[config.mk]
export PLATFORM = sky130hd
export DESIGN_NAME = snn_layer_scheduler
export DESIGN_NICKNAME = d
export VERILOG_FILES = /design/src/rtl/snn_pkg.sv /design/src/rtl/snn_layer_scheduler_lif_update_unit.sv /design/src/rtl/snn_layer_scheduler.sv
export SDC_FILE = /design/constraint.sdc
export NUM_CORES = 1
export LEC_CHECK = 0
export ABC_AREA = 1
export BUFFER_PORTS_ARGS = -buffer_cell sky130_fd_sc_hd__buf_2
export CORE_MARGIN = 2
export CORE_UTILIZATION = 25
export CTS_CLUSTER_DIAMETER = 40
export DETAILED_ROUTE_END_ITERATION = 8
export PLACE_DENSITY = 0.47
export RECOVER_POWER = 100
export SLEW_MARGIN = 25
export SYNTH_ARGS = -nofsm -noshare
export SYNTH_HDL_FRONTEND = slang
export SYNTH_SLANG_ARGS = --single-unit
[constraint.sdc]
create_clock -name clk -period 36.8 [get_ports clk]
set_clock_uncertainty 0.15 [all_clocks]
set_input_delay 5.52 -clock clk [delete_from_list [all_inputs] [get_ports clk]]
set_output_delay 5.52 -clock clk [all_outputs]
set_load 0.02 [all_outputs]
[src/rtl/snn_pkg.sv]
// Shared widths, scheduler state encoding, reset defaults and the potential clamp
// used by the LIF layer scheduler and its update datapath.
package snn_pkg;

    localparam int DEFAULT_NUM_NEURONS = 8;
    localparam int PW = 8;
    localparam int WW = 8;
    localparam int TW = 4;

    typedef enum logic [1:0] {
        IDLE   = 2'd0,
        UPDATE = 2'd1,
        OUTPUT = 2'd2
    } sched_state_e;

    localparam sched_state_e RST_STATE     = IDLE;
    localparam logic         RST_IN_READY  = 1'b1;
    localparam logic         RST_OUT_VALID = 1'b0;
    localparam logic         RST_BUSY      = 1'b0;

    // Saturate a signed intermediate sum into the unsigned potential range.
    function automatic logic [PW-1:0] clamp_potential(input logic signed [31:0] s);
        logic signed [31:0] max_v;
        max_v = (32'sd1 <<< PW) - 32'sd1;
        if (s < 32'sd0) begin
            clamp_potential = {PW{1'b0}};
        end else if (s > max_v) begin
            clamp_potential = {PW{1'b1}};
        end else begin
            clamp_potential = s[PW-1:0];
        end
    endfunction

endpackage

[src/rtl/snn_layer_scheduler_lif_update_unit.sv]
// Combinational single-neuron leaky-integrate-fire update: integrates the weighted
// input spikes, applies leak and clamping, and handles threshold and refractory logic.
module lif_update_unit
    import snn_pkg::*;
#(
    parameter int NUM_NEURONS = DEFAULT_NUM_NEURONS
) (
    input  logic [PW-1:0]             v,
    input  logic [TW-1:0]             refr,
    input  logic [NUM_NEURONS*WW-1:0] w_row,
    input  logic [NUM_NEURONS-1:0]    in_spike,
    input  logic [PW-1:0]             threshold,
    input  logic [PW-1:0]             leak_value,
    input  logic [TW-1:0]             tref,
    output logic [PW-1:0]             v_next,
    output logic [TW-1:0]             refr_next,
    output logic                      spike
);

    localparam int AW = (NUM_NEURONS > 1) ? $clog2(NUM_NEURONS) : 1;
    localparam int SW = PW + WW + AW + 1;

    logic signed [SW-1:0] acc_s;
    logic [PW-1:0]        pot_s;

    // Weighted sum, leak, clamp and fire decision for the selected neuron
    always_comb begin
        acc_s = $signed({{(SW-PW){1'b0}}, v}) - $signed({{(SW-PW){1'b0}}, leak_value});
        for (int j = 0; j < NUM_NEURONS; j++) begin
            if (in_spike[j]) begin
                acc_s = acc_s + $signed({{(SW-WW){w_row[j*WW+WW-1]}}, w_row[j*WW +: WW]});
            end else begin
                acc_s = acc_s;
            end
        end
        pot_s     = clamp_potential({{(32-SW){acc_s[SW-1]}}, acc_s});
        v_next    = {PW{1'b0}};
        refr_next = {TW{1'b0}};
        spike     = 1'b0;
        if (refr != {TW{1'b0}}) begin
            refr_next = refr - {{(TW-1){1'b0}}, 1'b1};
        end else if (pot_s >= threshold) begin
            refr_next = tref;
            spike     = 1'b1;
        end else begin
            v_next = pot_s;
        end
    end

endmodule

[src/rtl/snn_layer_scheduler.sv]
// Time-multiplexed scheduler for one fully connected LIF layer: owns potentials,
// refractory counters and weights, and walks one neuron per clock per timestep.
module snn_layer_scheduler
    import snn_pkg::*;
#(
    parameter int NUM_NEURONS = DEFAULT_NUM_NEURONS
) (
    input  logic                                 clk,
    input  logic                                 reset,
    input  logic [NUM_NEURONS-1:0]               in_spike,
    input  logic                                 in_valid,
    output logic                                 in_ready,
    output logic [NUM_NEURONS-1:0]               out_spike,
    output logic                                 out_valid,
    input  logic                                 out_ready,
    input  logic [PW-1:0]                        threshold,
    input  logic [PW-1:0]                        leak_value,
    input  logic [TW-1:0]                        tref,
    input  logic                                 cfg_we,
    input  logic [2*$clog2(NUM_NEURONS)-1:0]     cfg_addr,
    input  logic [WW-1:0]                        cfg_data,
    input  logic                                 clear_state,
    output logic                                 busy
);

    localparam int AW = $clog2(NUM_NEURONS);

    sched_state_e state_r, state_next_s;

    logic [PW-1:0]             v_r    [NUM_NEURONS];
    logic [TW-1:0]             refr_r [NUM_NEURONS];
    logic [NUM_NEURONS*WW-1:0] w_r    [NUM_NEURONS];

    logic [NUM_NEURONS-1:0] spike_in_r;
    logic [NUM_NEURONS-1:0] spike_vec_r;
    logic [NUM_NEURONS-1:0] spike_vec_next_s;
    logic [NUM_NEURONS-1:0] out_spike_r;
    logic [AW-1:0]          idx_r;
    logic                   in_ready_r;
    logic                   out_valid_r;
    logic                   busy_r;

    logic accept_s;
    logic clear_s;
    logic cfg_wr_s;
    logic update_s;
    logic last_s;

    logic [PW-1:0] v_next_s;
    logic [TW-1:0] refr_next_s;
    logic          spike_s;

    logic [AW-1:0] cfg_neuron_s;
    logic [AW-1:0] cfg_syn_s;

    assign cfg_neuron_s = cfg_addr[2*AW-1:AW];
    assign cfg_syn_s    = cfg_addr[AW-1:0];

    assign in_ready  = in_ready_r;
    assign out_valid = out_valid_r;
    assign out_spike = out_spike_r;
    assign busy      = busy_r;

    lif_update_unit #(
        .NUM_NEURONS (NUM_NEURONS)
    ) u_lif (
        .v          (v_r[idx_r]),
        .refr       (refr_r[idx_r]),
        .w_row      (w_r[idx_r]),
        .in_spike   (spike_in_r),
        .threshold  (threshold),
        .leak_value (leak_value),
        .tref       (tref),
        .v_next     (v_next_s),
        .refr_next  (refr_next_s),
        .spike      (spike_s)
    );

    // Next-state decode; config and clear are only honoured while idle, input wins over clear
    always_comb begin
        state_next_s     = state_r;
        accept_s         = 1'b0;
        clear_s          = 1'b0;
        cfg_wr_s         = 1'b0;
        update_s         = 1'b0;
        last_s           = 1'b0;
        spike_vec_next_s = spike_vec_r;
        spike_vec_next_s[idx_r] = spike_s;
        case (state_r)
            IDLE: begin
                cfg_wr_s = cfg_we;
                if (in_valid && in_ready_r) begin
                    accept_s     = 1'b1;
                    state_next_s = UPDATE;
                end else begin
                    clear_s = clear_state;
                end
            end
            UPDATE: begin
                update_s = 1'b1;
                if (idx_r == AW'(NUM_NEURONS - 1)) begin
                    last_s       = 1'b1;
                    state_next_s = OUTPUT;
                end else begin
                    state_next_s = UPDATE;
                end
            end
            OUTPUT: begin
                if (out_ready) begin
                    state_next_s = IDLE;
                end else begin
                    state_next_s = OUTPUT;
                end
            end
            default: begin
                state_next_s = IDLE;
            end
        endcase
    end

    // Control state, sequencing registers and registered handshake outputs
    always_ff @(posedge clk) begin
        if (reset) begin
            state_r     <= RST_STATE;
            in_ready_r  <= RST_IN_READY;
            out_valid_r <= RST_OUT_VALID;
            busy_r      <= RST_BUSY;
            out_spike_r <= {NUM_NEURONS{1'b0}};
            spike_in_r  <= {NUM_NEURONS{1'b0}};
            spike_vec_r <= {NUM_NEURONS{1'b0}};
            idx_r       <= {AW{1'b0}};
        end else begin
            state_r     <= state_next_s;
            in_ready_r  <= (state_next_s == IDLE);
            out_valid_r <= (state_next_s == OUTPUT);
            busy_r      <= (state_next_s != IDLE);
            if (accept_s) begin
                spike_in_r  <= in_spike;
                spike_vec_r <= {NUM_NEURONS{1'b0}};
                idx_r       <= {AW{1'b0}};
            end else if (update_s) begin
                spike_vec_r <= spike_vec_next_s;
                idx_r       <= idx_r + {{(AW-1){1'b0}}, 1'b1};
            end else begin
                spike_vec_r <= spike_vec_r;
                idx_r       <= idx_r;
            end
            if (last_s) begin
                out_spike_r <= spike_vec_next_s;
            end else begin
                out_spike_r <= out_spike_r;
            end
        end
    end

    // Per-neuron membrane potentials and refractory counters
    always_ff @(posedge clk) begin
        if (reset || clear_s) begin
            for (int i = 0; i < NUM_NEURONS; i++) begin
                v_r[i]    <= {PW{1'b0}};
                refr_r[i] <= {TW{1'b0}};
            end
        end else if (update_s) begin
            v_r[idx_r]    <= v_next_s;
            refr_r[idx_r] <= refr_next_s;
        end else begin
            v_r[idx_r]    <= v_r[idx_r];
            refr_r[idx_r] <= refr_r[idx_r];
        end
    end

    // Synapse weight storage, one packed row per neuron
    always_ff @(posedge clk) begin
        if (reset) begin
            for (int i = 0; i < NUM_NEURONS; i++) begin
                w_r[i] <= {(NUM_NEURONS*WW){1'b0}};
            end
        end else if (cfg_wr_s) begin
            w_r[cfg_neuron_s][cfg_syn_s*WW +: WW] <= cfg_data;
        end else begin
            w_r[cfg_neuron_s] <= w_r[cfg_neuron_s];
        end
    end

endmodule

-- Word-level counts from Yosys, hierarchy flattened
Memories as Yosys holds them, arrays and structs flattened. A register that Yosys moved wholly into a read port is not among the register bits.
Index checks and enable logic that the tools add are counted.
Widths: inputs -> output; s select.
- memories kept: 3
- output and inout bits: 11
- flip-flop bits (word level): 32
- word-level logic and storage cells: 241
- input bits: 48
- bits in writable memories: 608
- memory list (memory ; words ; bits a word ; rd ports ; clocked after memory_dff ; wr ports ; line ; source):
    w_r ; 8 ; 64 ; 1 ; 1 ; 8 ; snn_layer_scheduler.sv:32 ; logic [NUM_NEURONS*WW-1:0] w_r [NUM_NEURONS];
    v_r ; 8 ; 8 ; 1 ; 1 ; 8 ; snn_layer_scheduler.sv:30 ; logic [PW-1:0] v_r [NUM_NEURONS];
    refr_r ; 8 ; 4 ; 1 ; 1 ; 8 ; snn_layer_scheduler.sv:31 ; logic [TW-1:0] refr_r [NUM_NEURONS];
- equality and inequality tests: 5
- bitwise gates (word level): 66
- muxes and demuxes: 128
- add/subtract/negate cells: 12
- shifts and indexed selects: 2
- reductions and logical operators: 12
- magnitude comparators: 5
- operators with widths (kind ; count):
    $mux 64 ; 3
    $mux 20 ; 8
    $add 20x8->20 ; 7
    $mux 1 ; 92
    $or 1x1->1 ; 66
    $reduce_or 64->1 ; 1
    $shift 8x34->64 const A ; 1
    $shiftx 8x34->64 ; 1
    $mux 8 ; 6
    $neg 6->34 ; 1
    $mux 3 ; 9
    $gt 20x9->1 const B ; 1
    $lt 20x1->1 const B ; 1
    $mux 4 ; 4
    $add 9x8->10 ; 1
    $sub 8x8->9 ; 1
    $bwmux 8 ; 1
    $ge 8x8->1 ; 1
    $reduce_or 8->1 ; 1
    $mux 2 ; 3
    $pmux 2 s3 ; 1
    $eq 2x2->1 const B ; 2
    $logic_not 2->1 ; 2
    $lt 3x4->1 const B ; 1
    other kinds (14) ; 15

-- Logic depth before layout (Yosys ltp)
Gate-level depths: netlist of the first run.
- depth in word-level cells: 25
- gate-level depth with buffers: 110
- depth with buffers taken out: 105

-- Modules after synthesis
From an unflattened synthesis of the first run, not the netlist that was laid out.
- cell total of the unflattened synthesis: 4658
- area, all modules: 38613.3 µm²
- by module, submodules not included (module ; times used ; area an instance (µm²) ; cells an instance):
    snn_layer_scheduler ; 1 ; 28992.8 ; 2939
    lif_update_unit ; 1 ; 9620.5 ; 1719

-- Least setup slack after synthesis of the first run
OpenSTA, ideal clock, no wires.
- path kind: input to register
- from: in leak_value[2]
- to: mem refr_r[0][3], data pin
- slack: 18.908 ns
- path buffers: 0
- arrival: 17.476 ns
- stages: 92
- library setup time: 0.266 ns
- cells stage by stage: inv_1 > ha_1 > a21oi_1 > nand2_1 > or2_1 > nand2_1 > inv_1 > ha_1 > a21oi_1 > nand2_1 > nand2_1 > nand2_1 > a21oi_1 > inv_1 > or2_2 > nand3_1 > nand2_1 > ha_1 > (+56 left out) > o21bai_1 > nand2_1 > nand2_1 > nor2_1 > nand3b_2 > nand2_8 > inv_2 > a21oi_2 > ha_1 > a21oi_1 > o21ai_0 > nand2_1 > o2111ai_1 > nand2_1 > inv_1 > a221o_1 > o21ai_2 > nor2_1
- RTL lines (what ; line ; source):
    start, declared ; snn_layer_scheduler.sv:17 ; input logic [PW-1:0] leak_value,
    end, declared ; snn_layer_scheduler.sv:31 ;

==> results of run 1 <==
## routing by layer
metal / GRT usage (%) / part of all wire, % / vias up
met1: 22.1 / 46 / 15380
met5: 0 / 0.010 / -
met3: 2.14 / 4.4 / 175
met4: 4.79 / 2.7 / 2
li1: - / - / 15430
met2: 26.6 / 47 / 733
## layout by cell type, fill, tap and decap left out, drive strengths merged, types with 9 or more instances in the layout
cell and count:
nor2 1137, nand2 737, edfxtp 608, o21ai 441, inv 317, a21oi 239, nand3 201, ha 157
clkbuf 134, o22ai 88, buf 77, a31oi 62, xor2 53, nor3 48, clkinv 44, dfxtp 35
xnor2 27, nand4 25, and2 22, a21o 17, o21bai 15, or2 15, clkinvlp 13, bufinv 12
o21a 11, o221ai 11, fa 9
## through the flow
stage          power [uW]  instances  util [%]
2_1_floorplan        1810       4495         -
3_3_place_gp         2110       6406      26.8
3_5_place_dp         2110       6406      26.8
4_1_cts              3160       6612      29.3
5_1_grt              3350       6614      29.3
6_report             3140       6614      29.3
## power by group through the flow
stage	clock, uW	combinational, uW	sequential (uW)
4_1_cts	1060	1260	844
6_report	1040	1250	844
3_5_place_dp	0	1250	858
5_1_grt	1090	1420	847
2_1_floorplan	0	956	851
3_3_place_gp	0	1260	858
## kinds of logic (layout without fill, tap and decap cells)
logic type      after synthesis  after routing
mux                           1              1
xor+xnor                     80             80
flops                       643            643
fa+ha+maj                   166            166
buf+inv                     496            597
compound gates              906            906
simple gates               2203           2203
other cells                   0              2
## worst paths after layout
| kind | end | slack, ns | cells past startpoint | from |
|---|---|---|---|---|
| min reg2reg | out_spike[7]$_SDFFE_PP0P_ | 0.40 | 4 | out_spike[7]$_SDFFE_PP0P_ |
| max reg2reg | v_r[1][0]$_SDFFCE_PN0P_ | 17.82 | 89 | flop |
| min | out_spike[7]$_SDFFE_PP0P_ | 0.40 | 4 | out_spike[7]$_SDFFE_PP0P_ |
| max | v_r[1][0]$_SDFFCE_PN0P_ | 15.05 | 84 | leak_value[0] |
## sequential cells by signal (all words and copies together) (netlist names), named ones only
| name | flops |
|---|---|
| w_r | 512 |
| v_r | 64 |
| refr_r | 32 |
| out_spike | 8 |
| spike_in_r | 8 |
| spike_vec_r | 8 |
| idx_r | 3 |
| state_r | 2 |
| busy | 1 |
| in_ready | 1 |
| out_valid | 1 |
## cell type report
class	instances	area (um2)
Timing Repair Buffer	91	541
Tap cell	2016	2520
Clock inverter	86	985
Fill cell	16146	106000
Clock buffer	120	2790
Inverter	300	1140
Multi-Input combinational cell	3356	17100
Antenna cell	2	5.00
Sequential cell	643	19000
## critical path, delay by kind of cell
kind                     cells  cell delay (ns)
buffers and inverters        7             0.48
AO/OA/AOI/OAI               24             4.50
AND/OR/NAND/NOR             35             6.64
XOR/XNOR                     7             1.27
adder cells (fa/ha/maj)     11             3.70
==> impl_metrics.py, run 1 <==
metrics = {
    "run_status": {
        "run_status": "finished with violations",
        "violations": "capacitance limit, slew limit",
    },
    "placed_design": {
        "dp_slack_ns": 16.12,
        "place.gp.congestion": 0.854,
        "placed_area_um2": 40300,
        "dp_hpwl_um": 88300,
        "io_buffers": 58,
    },
    "sta": {
        "rsz0062_at_grt": "false",
        "layout_setup_ws_ns": 15.05,
        "fmax_ghz": 0.0460,
        "slew_headroom_pct": -85.0,
        "hold_slack_ns": 0.399,
        "tns_ns": 0,
        "drv_slew": 49,
        "hold_viol_final": 0,
        "finalCritPeriodShare_pct": 59.1,
        "worst_pin_slew_ns": 2.75,
        "setup_viol": 0,
        "post-route-min-period_ns": 21.75,
    },
    "hold_path": {
        "hold_path.class": "reg2reg",
    },
    "power": {
        "intPower_uw": 1900,
        "sw_frac_of_total_pct": 39.6,
        "vdd_drop_max_uv": 38.2,
        "switchingPower_uw": 1240,
        "power.density_nw_per_um2": 71.2,
        "clkPwrFrac_pct": 33.2,
        "comb_power_share_pct": 39.9,
        "power_leakage_uw": 0.0173,
        "p_seq_share_pct": 26.9,
    },
    "global_routing": {
        "grtUsageTotal_pct": 16.2,
        "grt_pass1_vias": 31133,
        "antenna_found_initial": 8,
        "grt_max_degree": 150,
        "grt_pass1_wl_um": 194000,
        "grt_overflow": 0,
    },
    "setup_path": {
        "arrival_ns": 22.14,
        "start_kind": "input port",
        "worst_path_max_delay_cell": "nor3_1",
        "max_stage_delay_ns": 2.20,
        "required_ns": 37.19,
        "cpMostUsedCell": "nand2_1",
        "worstSetupEndpointType": "flop",
        "critical_path_class": "in2reg",
        "worst-path-max-fanout": 9,
    },
    "drt": {
        "via_per_inst": 4.80,
        "firstDrtPassIters": 6,
        "vias": 31720,
        "drtIter0Drc": 2465,
        "routed_wl_um": 128000,
        "wl_per_cell_um": 19.3,
        "ant_nets": 0,
        "drc": 0,
    },
    "clocking": {
        "cts_buffers": 109,
        "cts_max_path_buffers": 3,
        "cts-root-buf": "clkbuf_16",
        "cts_tree": "done",
        "cts_hold_buf": 0,
        "h-tree-depth": 3,
        "cts_resized": 0,
        "clk_pin_slew_ns": 0.05,
        "cts.sinks": 643,
        "cts_setup_buffers": 0,
        "clk_latency_ns": 0.73,
    },
    "synthesis": {
        "synthAdderAreaFrac_pct": 5.65,
        "synth_flop_cell": "edfxtp_1",
        "yosysMostFrequentCell": "nor2_1",
        "synth_seq_cells": 643,
        "synthCells": 4495,
        "synth_enable_flop_cells": 608,
        "synth_area_leaders": "edfxtp_1 48%, nor2_1 11%, nand2_1 7.1%, ha_1 5.2%, o21ai_0 5.2%",
        "synth_xor_area_share_pct": 1.85,
        "avgSynthCellArea_um2": 8.44,
        "synth_top_family_by_area": "simple AND/OR/NAND/NOR gates",
        "synth_simple_gate_area_share_pct": 24.0,
        "syn-cell-area_um2": 37900,
        "synth_nets": 4709,
        "synth.distinct_cells": 65,
        "yosysTopAreaCell": "edfxtp_1",
        "async_flop_share_pct": 0,
        "ys.warnings.count": 0,
        "yosysTopAreaCellShare_pct": 48.1,
        "synth_common_cells": "1130 x nor2_1, 716 x nand2_1, 608 x edfxtp_1, 392 x o21ai_0, 289 x inv_1",
        "synth_compound_area_share_pct": 13.4,
        "seq_area_frac_synth_pct": 50.0,
        "synthMuxAreaShare_pct": 0.0264,
    },
    "die": {
        "num_io_pins": 59,
        "coreArea_um2": 150000,
        "rows": 142,
        "floorplan.initialDensity_pct": 25.2,
        "die_h_um": 394,
        "fp.dieArea_um2": 155000,
        "dieWidth_um": 394,
    },
    "flow_run": {
        "cap_violations": 3,
    },
    "finish": {
        "design_area_um2": 44000,
        "fin_nets": 4715,
        "drive_gt1_share_pct": 8.03,
        "area_growth_pct": 16.1,
    },
}
Note: power is estimated with default switching activity, not from simulation.
==> run 2, diff against run 1 <==
==> constraint.sdc (replaced) <==
create_clock -name clk -period 21.1 [get_ports clk]
set_clock_uncertainty 0.15 [all_clocks]
set_input_delay 3.165 -clock clk [delete_from_list [all_inputs] [get_ports clk]]
set_output_delay 3.165 -clock clk [all_outputs]
set_load 0.02 [all_outputs]
==> impl_metrics.py, run 2 (synthesis gave the netlist of run 1 again) <==
metrics = {
    "global_routing": {
        "use_met1_pct": 21.3,
        "grt_use_met2_pct": 25.5,
        "grt_pass1_vias": 30739,
        "antenna_found_initial": 6,
        "grt_use_met3_pct": 3.05,
        "grtUsageTotal_pct": 16.0,
        "grt_pass1_wl_um": 191000,
        "grt_overflow": 0,
        "grt_max_degree": 150,
        "busiest_layer": "met2",
    },
    "die": {
        "num_io_pins": 59,
        "floorplan.initialDensity_pct": 25.2,
        "coreArea_um2": 150000,
        "die_h_um": 394,
        "fp.dieArea_um2": 155000,
        "rows": 142,
        "dieWidth_um": 394,
    },
    "flow_run": {
        "cap_violations": 2,
    },
    "clocking": {
        "cts_setup_buffers": 0,
        "clk_latency_ns": 0.75,
        "cts_max_path_buffers": 3,
        "cts.sinks": 643,
        "cts-root-buf": "clkbuf_16",
        "h-tree-depth": 3,
        "clk_pin_slew_ns": 0.06,
        "cts_resized": 0,
        "cts_buffers": 109,
        "cts_tree": "done",
        "cts_hold_buf": 0,
    },
    "power": {
        "power.density_nw_per_um2": 124,
        "power_leakage_uw": 0.0173,
        "vdd_drop_max_uv": 82.0,
    },
    "sta": {
        "worst_pin_slew_ns": 2.05,
        "finalCritPeriodShare_pct": 86.8,
        "layout_setup_ws_ns": 2.78,
        "drv_slew": 40,
        "setup_viol": 0,
        "tns_ns": 0,
        "slew_headroom_pct": -37.5,
        "post-route-min-period_ns": 18.32,
        "hold_viol_final": 0,
        "fmax_ghz": 0.0546,
        "rsz0062_at_grt": "false",
        "hold_slack_ns": 0.400,
    },
    "drt": {
        "routed_wl_um": 127000,
        "drc": 0,
        "drtIter0Drc": 2622,
        "via_per_inst": 4.78,
        "vias": 31598,
        "firstDrtPassIters": 5,
        "ant_nets": 0,
        "wl_per_cell_um": 19.2,
    },
    "setup_path": {
        "ff2ff_setup_slack_ns": 3.27,
        "ff2ff_path_depth": 89,
        "cpMostUsedCell": "nand2_1",
        "worst_path_max_delay_cell": "o21ai_0",
        "arrival_ns": 18.61,
        "start_kind": "input port",
        "worstSetupEndpointType": "flop",
        "required_ns": 21.39,
        "r2r_end": "refr_r[7][3]$_SDFFCE_PN0P_",
        "max_stage_delay_ns": 0.64,
        "worst-path-max-fanout": 9,
        "critical_path_class": "in2reg",
    },
    "finish": {
        "final_cell_mix": "1131 x nor2_1, 717 x nand2_1, 608 x edfxtp_1",
        "post-route-util_pct": 29.3,
        "drive_gt1_share_pct": 7.92,
        "top_register": "w_r",
        "layout.cells.non_filler": 6613,
        "fin_nets": 4715,
        "reg_top3": "w_r (512), v_r (64), refr_r (32)",
        "final_common_cell": "nor2_1",
        "area_growth_pct": 16.0,
        "largest_reg_flops": 512,
    },
    "placed_design": {
        "io_buffers": 58,
        "place.gp.congestion": 0.856,
        "dp_slack_ns": 2.73,
        "dp_hpwl_um": 87800,
        "dp.cells": 6406,
    },
    "run_status": {
        "run_status": "finished with violations",
        "violations": "capacitance limit, slew limit",
    },
    "hold_path": {
        "min_from": "out_spike[6]$_SDFFE_PP0P_",
        "hold_end": "out_spike[6]$_SDFFE_PP0P_",
        "hold_path.class": "reg2reg",
        "whs_path_depth": 4,
    },
}
run 2: cell types whose count changed in the layout (fill, tap and decap cells not counted), sizes merged:
cell | previous run | this run
clkinv | 44 | 41
inv | 317 | 315
bufinv | 12 | 13
clkbuf | 134 | 136
clkinvlp | 13 | 14
run 2: cell type report:
cell class	instances	area [um2]
multi-input cells	3356	17000
diodes	2	5.00
well taps	2016	2520
clock inverters	83	1050
clock buffers	122	2780
repair buffers	91	541
flip-flops and latches	643	19000
inverters	300	1140
fillers	16169	106000
run 2: layer usage:
metal | wire length, um | part of all wire, % | vias to the layer above
met4 | 4580 | 3.6 | 4
met5 | 91 | 0.072 | -
met1 | 56700 | 45 | 15113
met2 | 57900 | 46 | 828
li1 | - | - | 15423
met3 | 7680 | 6.0 | 230
run 2: worst max path at each step:
stage                        startpoint                          to  cells after the start
final                     leak_value[0]  refr_r[7][3]$_SDFFCE_PN0P_                     86
after global routing      leak_value[2]  refr_r[4][3]$_SDFFCE_PN0P_                     93
after CTS                 leak_value[0]     v_r[5][2]$_SDFFCE_PN0P_                     84
after detailed placement  leak_value[0]     v_r[7][0]$_SDFFCE_PN0P_                     84
after global placement    leak_value[0]  refr_r[6][1]$_SDFFCE_PN0P_                     87
after floorplan           leak_value[2]  refr_r[0][3]$_SDFFCE_PN0P_                     92
run 2: power by group:
group / total [uW] / switching, uW / leakage [uW] / internal [uW]
Combinational: 2160 / 1430 / 0.00882 / 734
Sequential: 1470 / 22.7 / 0.00667 / 1450
Clock: 1840 / 709 / 0.00181 / 1130
run 2: worst max-delay path: cells and delay by family:
family                     cells  cell delay, ns
xor gates and xnor gates       7            1.23
AOI/OAI and AO/OA             25            5.28
and+or+nand+nor               35            4.66
buffers and inverters          8            0.59
adders and majority gates     11            3.69
run 2: metrics by stage:
stage	area (um2)	power, uW
6_report	44000	5470
5_1_grt	44000	5850
4_1_cts	44200	5540
3_5_place_dp	40300	3680
3_3_place_gp	40300	3690
2_1_floorplan	37900	3150
